$ cat config.mk
export PLATFORM = sky130hd
export DESIGN_NAME = run_ctrl
export DESIGN_NICKNAME = d
export VERILOG_FILES = /design/src/rtl/run_ctrl.sv
export SDC_FILE = /design/constraint.sdc
export NUM_CORES = 1
export LEC_CHECK = 0
export ABC_AREA = 1
export CAP_MARGIN = 0
export CORE_AREA = 2 2 59 61
export CTS_BUF_LIST = sky130_fd_sc_hd__clkbuf_2 sky130_fd_sc_hd__clkbuf_4 sky130_fd_sc_hd__clkbuf_8
export CTS_CLUSTER_DIAMETER = 200
export CTS_CLUSTER_SIZE = 12
export DETAILED_ROUTE_END_ITERATION = 12
export DIE_AREA = 0 0 61 63
export HOLD_SLACK_MARGIN = 0.05
export PLACE_DENSITY = 0.63
export SYNTH_ARGS = -nofsm -noshare
export SYNTH_HDL_FRONTEND = slang
export SYNTH_SLANG_ARGS = --single-unit
$ cat constraint.sdc
create_clock -name clk -period 2.5 [get_ports clk]
set_input_delay 0.5 -clock clk [delete_from_list [all_inputs] [get_ports clk]]
set_output_delay 0.5 -clock clk [all_outputs]
set_load 0.05 [all_outputs]
$ cat src/rtl/run_ctrl.sv
// Run-control sequencer: parks the core at PC 0, launches on a falling edge of
// start, and stops on halt, last PC or cycle budget, then holds done until re-armed.
module run_ctrl #(
  parameter int PROG_LENGTH = 119,
  parameter int PC_W        = 10,
  parameter int CYC_W       = 16,
  parameter int TIMEOUT     = 4096
) (
  input  logic             clk,
  input  logic             reset,
  input  logic             start,
  input  logic [PC_W-1:0]  pc,
  input  logic             halt_i,
  output logic             core_run,
  output logic             pc_clear,
  output logic             done,
  output logic             timeout,
  output logic [CYC_W-1:0] cycles
);

  typedef enum logic [1:0] {
    S_IDLE,
    S_ARMED,
    S_RUN,
    S_DONE
  } state_t;

  localparam logic [PC_W-1:0]  LP_LAST_PC  = PC_W'(PROG_LENGTH);
  localparam logic [CYC_W-1:0] LP_LAST_CYC = CYC_W'(TIMEOUT - 1);

  state_t           r_state;
  state_t           w_state_nxt;
  logic             r_start_q;
  logic             r_core_run;
  logic             r_pc_clear;
  logic             r_done;
  logic             r_timeout;
  logic [CYC_W-1:0] r_cycles;
  logic             w_fall;
  logic             w_budget_hit;
  logic             w_launch;

  function automatic logic [CYC_W-1:0] sat_inc(input logic [CYC_W-1:0] v);
    return (&v) ? v : v + CYC_W'(1);
  endfunction

  assign w_fall   = r_start_q & ~start;
  assign w_launch = (r_state == S_ARMED) && (w_state_nxt == S_RUN);

  always_comb begin
    w_state_nxt  = r_state;
    w_budget_hit = 1'b0;
    case (r_state)
      S_IDLE:  if (start) w_state_nxt = S_ARMED;
      S_ARMED: if (w_fall) w_state_nxt = S_RUN;
      S_RUN: begin
        // Abort beats halt/last-PC, which beat the cycle budget.
        if (start) begin
          w_state_nxt = S_ARMED;
        end else if (halt_i || (pc == LP_LAST_PC)) begin
          w_state_nxt = S_DONE;
        end else if (r_cycles == LP_LAST_CYC) begin
          w_state_nxt  = S_DONE;
          w_budget_hit = 1'b1;
        end
      end
      S_DONE:  if (start) w_state_nxt = S_ARMED;
      default: w_state_nxt = S_IDLE;
    endcase
  end

  always_ff @(posedge clk) begin
    if (!reset) begin
      r_state    <= S_IDLE;
      r_start_q  <= 1'b1;
      r_core_run <= 1'b0;
      r_pc_clear <= 1'b1;
      r_done     <= 1'b0;
      r_timeout  <= 1'b0;
      r_cycles   <= '0;
    end else begin
      r_state    <= w_state_nxt;
      r_start_q  <= start;
      // Outputs are decoded from the next state so they change with the state flop.
      r_core_run <= (w_state_nxt == S_RUN);
      r_pc_clear <= (w_state_nxt == S_IDLE) || (w_state_nxt == S_ARMED);
      r_done     <= (w_state_nxt == S_DONE);
      if (w_launch) begin
        r_cycles  <= '0;
        r_timeout <= 1'b0;
      end else if (r_state == S_RUN) begin
        r_cycles <= sat_inc(r_cycles);
        if (w_state_nxt == S_DONE) r_timeout <= w_budget_hit;
      end
    end
  end

  assign core_run = r_core_run;
  assign pc_clear = r_pc_clear;
  assign done     = r_done;
  assign timeout  = r_timeout;
  assign cycles   = r_cycles;

endmodule

* Word level (Yosys, flattened, before mapping)
Cells that the tools add are included.
** Word-level totals
- Input bits :: 14
- Memories kept :: 0
- Flip-flop bits (word level) :: 23
- Bits in read-only memories :: 0
- Output and inout port bits :: 20
- Bits in writable memories :: 0
- Logic and storage cells :: 39
- Bits in latches :: 0
** Cells by class
- Mux-type cells :: 9
- Add/subtract/negate cells :: 1
- $mul :: 0
- Shifts and indexed selects :: 0
- Bitwise logic cells :: 4
- Equality and inequality tests :: 8
- Divide/modulo/power cells :: 0
- Reductions and logical operators :: 10
- $lt $le $gt $ge :: 0
** Operator list (count)
- 16-bit by 1-bit adder with 16-bit output (second input constant) :: 1
- 16-bit by 12-bit equality test with 1-bit output (second input constant) :: 1
- 16-bit AND reduction :: 1
- 10-bit by 7-bit equality test with 1-bit output (second input constant) :: 1
- 2-bit two-way mux :: 5
- 2-bit equality test (second input constant) :: 4
- 2-bit one-hot mux with 3 select lines :: 1
- 2-bit by 1-bit equality test with 1-bit output (second input constant) :: 2
- 2-bit logical NOT :: 2
- 2-bit AND reduction :: 2
- 2-bit OR reduction :: 2
- 1-bit two-way mux :: 3
- 1-bit inverter :: 3
- 1-bit logical OR :: 2
- 1-bit AND :: 1
- 1-bit logical AND :: 1

* Logic depth before layout (Yosys ltp)
- Depth in word-level cells :: 8
- Gate-level depth with buffers :: 13
- Depth with buffers taken out :: 12

* Least setup slack after synthesis
Ideal clock, no wire load.
- Path type :: reg-to-reg
- Start point :: register r_cycles[0], in the netlist cycles[0]
- End point :: register r_cycles[15], in the netlist cycles[15]
- Setup slack :: 0.430 ns
- Arrival time :: 1.955 ns
- Buffers on the path :: 1
- Data required time :: 2.385 ns
- Library setup time :: 0.115 ns
- Period minus slack after synthesis :: 2.070 ns
- Cell stages (with the launch flop) :: 12
- Cell sequence :: dfxtp_1 > ha_1 > nand3_1 > nor2_4 > nand2_2 > nand2_1 > o21ai_0 > nand2_1 > nand4_2 > nand2_4 > buf_6 > nor2_2
** On the way
- Cells in the longest elaborated chain, start to end :: 8
- Elaborated cells on any way between the ends :: 12
- Classes of those cells :: add/sub: 1; eq/ne: 2; mux: 4; bitwise: 1; reduce/logical: 4
** Ends and longest elaborated chain
- start, declared :: line 38 : logic [CYC_W-1:0] r_cycles;
- start signal, assigned :: line 92 : r_cycles <= sat_inc(r_cycles);
- 16-bit by 12-bit equality test with 1-bit output :: line 62 : end else if (r_cycles == LP_LAST_CYC) begin
- 2-bit two-way mux :: line 62
- 2-bit two-way mux :: line 60 : end else if (halt_i || (pc == LP_LAST_PC)) begin
- 2-bit two-way mux :: line 58 : if (start) begin
- 2-bit one-hot mux with 3 select lines :: line 53 : case (r_state)
- 2-bit equality test :: line 48 : assign w_launch = (r_state == S_ARMED) && (w_state_nxt == S_RUN);
- 1-bit logical AND :: line 48
- 2-bit OR reduction (no line)
Several ways; a longest one is shown, not always the timed one.
A chain may end at the register's enable or synchronous reset.

* Worst setup path in the final report
- Start point :: register r_cycles[5], in the netlist cycles[5]
- End point :: output port cycles[5]
** RTL lines
- end, declared :: line 18 : output logic [CYC_W-1:0] cycles
No word-level cell between the ends.

==> impl_metrics.tcl <==
set metrics [dict create \
    die_h_um 63 \
    routed_via_density 4.492 \
    cp-endpoint "cycles[5]" \
    regArea_sq_um 460.4 \
    antenna_cells 0 \
    htreeDepth 1 \
    die_w_um 61 \
    cap_violations 0 \
    leakage_nw 0.6633 \
    cp_slowest_stage_delay_ps 840 \
    clkLatencyLatePin_ps 310 \
    synth_nets 192 \
    path_clk_slew_ps 110 \
    max_slew_margin 0.6609 \
    nNetsFinal 229 \
    synth-async-reset-ratio 0 \
    final_max_slew_viol_count 0 \
    grt_max_degree 18 \
    critical_path_buf_inv_count 1 \
    crit_family "buffers and inverters" \
    std_cell_rows 21 \
    first_global_vias 1115 \
    area_growth_pct 32.47 \
    dpl_worst_slack_ps 385.6 \
    post-cts-setup-buffer-count 0 \
    drc 0 \
    critPathSlowestCell "clkdlybuf4s50_1" \
    ir_worst_vdd_mv 0.5020 \
    track_usage 0.1533 \
    fillerInstances 326 \
    arrival_ps 1600 \
    r2r_cells 10 \
    setup_tns_ps 0 \
    worst_slew_pin_slew_ps 507.0 \
    worstPathMaxFanout 5 \
    postCtsHoldBufs 0 \
    setup_ws_ps 402.5 \
    wire_per_inst_um 9.965 \
    vias 1150 \
    cp-start-kind "flip-flop" \
    yosysSeqAreaShare 0.3676 \
    worstReg2RegEnd "cycles[6]" \
    cts_root_buf "clkbuf_4" \
    clock_skew_ps 11.63 \
    critPathRequiredTime_ps 2000 \
    end_kind "output port" \
    cp_cell_sequence "clkdlybuf4s50_1" \
    drt_iter0_markers 58 \
    yosysTopAreaCellShare 0.3676 \
    ys_seq_elements 23 \
    avgSynthCellArea_sq_um 7.198 \
    status "finished clean" \
    io_pins 34 \
    drive_above_1_share 0.1571 \
    synth_area_leaders "dfxtp_1 (37%), nand2_1 (11%), inv_1 (8.1%)" \
    cts_buffers 3 \
    cts.sinks 23 \
    initial_core_util 0.3875 \
    synth-edff-count 0 \
    rsz0062_at_grt "no" \
    cts_tree "yes" \
    ant_nets 0 \
    pwr_density_cell_nw_per_um2 580.4 \
    worstSetupStartpoint "cycles[5]" \
    wirelength_um 2551 \
    synth_top_area_cell "dfxtp_1" \
    fmax_mhz 476.8 \
    synth_area_sq_um 1252 \
    path_depth 1 \
    reg2reg_slack_ps 640 \
    finalCritPeriodShare 0.8390 \
    grt_remaining_overflow 0 \
    io_buffers 33 \
    synthMostInstantiatedCell "nand2_1" \
    yosysWarnings 0 \
    syn_inst 174 \
    first_pass_iters 4 \
    clock_path_buffers 2 \
    cts-resized-gates 0 \
    setup_viol 0 \
    dp_hpwl_um 2024 \
    period_minus_slack_ps 2098 \
    core_area_sq_um 3232 \
    crit_type "flip-flop to output port" \
    grt_pass1_wl_um 4581 \
    ys.flop_type "dfxtp_1" \
    regToRegStartpoint "cycles[0]" \
    ys_types 23 \
    antenna_found_initial 0 \
    hold_path_class "flip-flop to flip-flop" \
    gp_congestion 0.7894 \
    hold_violations 0 \
    synthTopCellsByCount "nand2_1 (37), inv_1 (27), dfxtp_1 (23)" \
    multiInputGateArea_sq_um 671.9 \
    dieArea_sq_um 3843 \
]
[where the power goes]
part | leakage (nW) | internal [W] | switching (W)
clock network | 0.0184 | 0.0000732 | 0.000104
registers | 0.186 | 0.000399 | 0.0000260
logic | 0.459 | 0.000124 | 0.000236
[flip-flops by register name, summed over array words and instances (netlist names)]
name	count
cycles	16
r_state	2
core_run	1
done	1
pc_clear	1
r_start_q	1
timeout	1
[routing by layer]
metal,vias to the layer above,wire [um],track usage
met5,-,0,0
met4,0,39,0.04891
met3,4,107,0.04555
met2,26,1245,0.2594
met1,507,1158,0.1802
li1,613,-,-
[layout make-up]
cell class	count	share of cell area
multi-input cells	121	0.4050
well taps	46	0.03469
inverters	29	0.06561
flip-flops and latches	23	0.2775
clock buffers	4	0.01810
repair buffers	33	0.1991
[cell families (layout without fill, tap and decap cells)]
kind of cell,Yosys count,in the layout,share of synthesized area
AO/OA/AOI/OAI,17,17,0.07793
flip-flops,23,23,0.3676
XOR/XNOR,8,8,0.05595
adder cells (fa/ha/maj),4,4,0.03996
buffers and inverters,30,66,0.09591
AND/OR/NAND/NOR,92,92,0.3626
[stage by stage]
stage / power, W / util / hold slack, ps / instances / instance area [sq um]
after CTS: 0.0009761 / 0.5134 / 511.0 / 256 / 1659
final: 0.0009629 / 0.5134 / 503.2 / 256 / 1659
after detailed placement: 0.0007924 / 0.5041 / 492.1 / 252 / 1629
after global placement: 0.0007819 / 0.5041 / 476.9 / 252 / 1629
after floorplan: 0.0006931 / - / 568.7 / 174 / 1252
after global routing: 0.001036 / 0.5134 / 552.3 / 256 / 1659
[placed cells by master, fill, tap and decap left out, types with 5 or more instances in the layout]
cell type	synthesis	final
clkdlybuf4s50_1	0	33
nand2_2	6	6
a21oi_1	9	9
nand3_1	8	8
nor3_1	6	6
inv_1	27	27
dfxtp_1	23	23
or2_2	5	5
nor2_2	8	8
nor2_1	14	14
nand2_1	37	37
xor2_1	5	5
[how the worst min path moves through the flow]
stage / end / cells past startpoint / slack, ps / start
after floorplan: r_start_q / 1 / 570 / reset
after global placement: cycles[7] / 2 / 480 / cycles[7]
after detailed placement: timeout / 2 / 490 / timeout
after CTS: cycles[7] / 2 / 510 / cycles[7]
after global routing: cycles[7] / 2 / 550 / cycles[7]
final: cycles[7] / 2 / 500 / cycles[7]
Note: power is estimated with default switching activity, not from simulation.
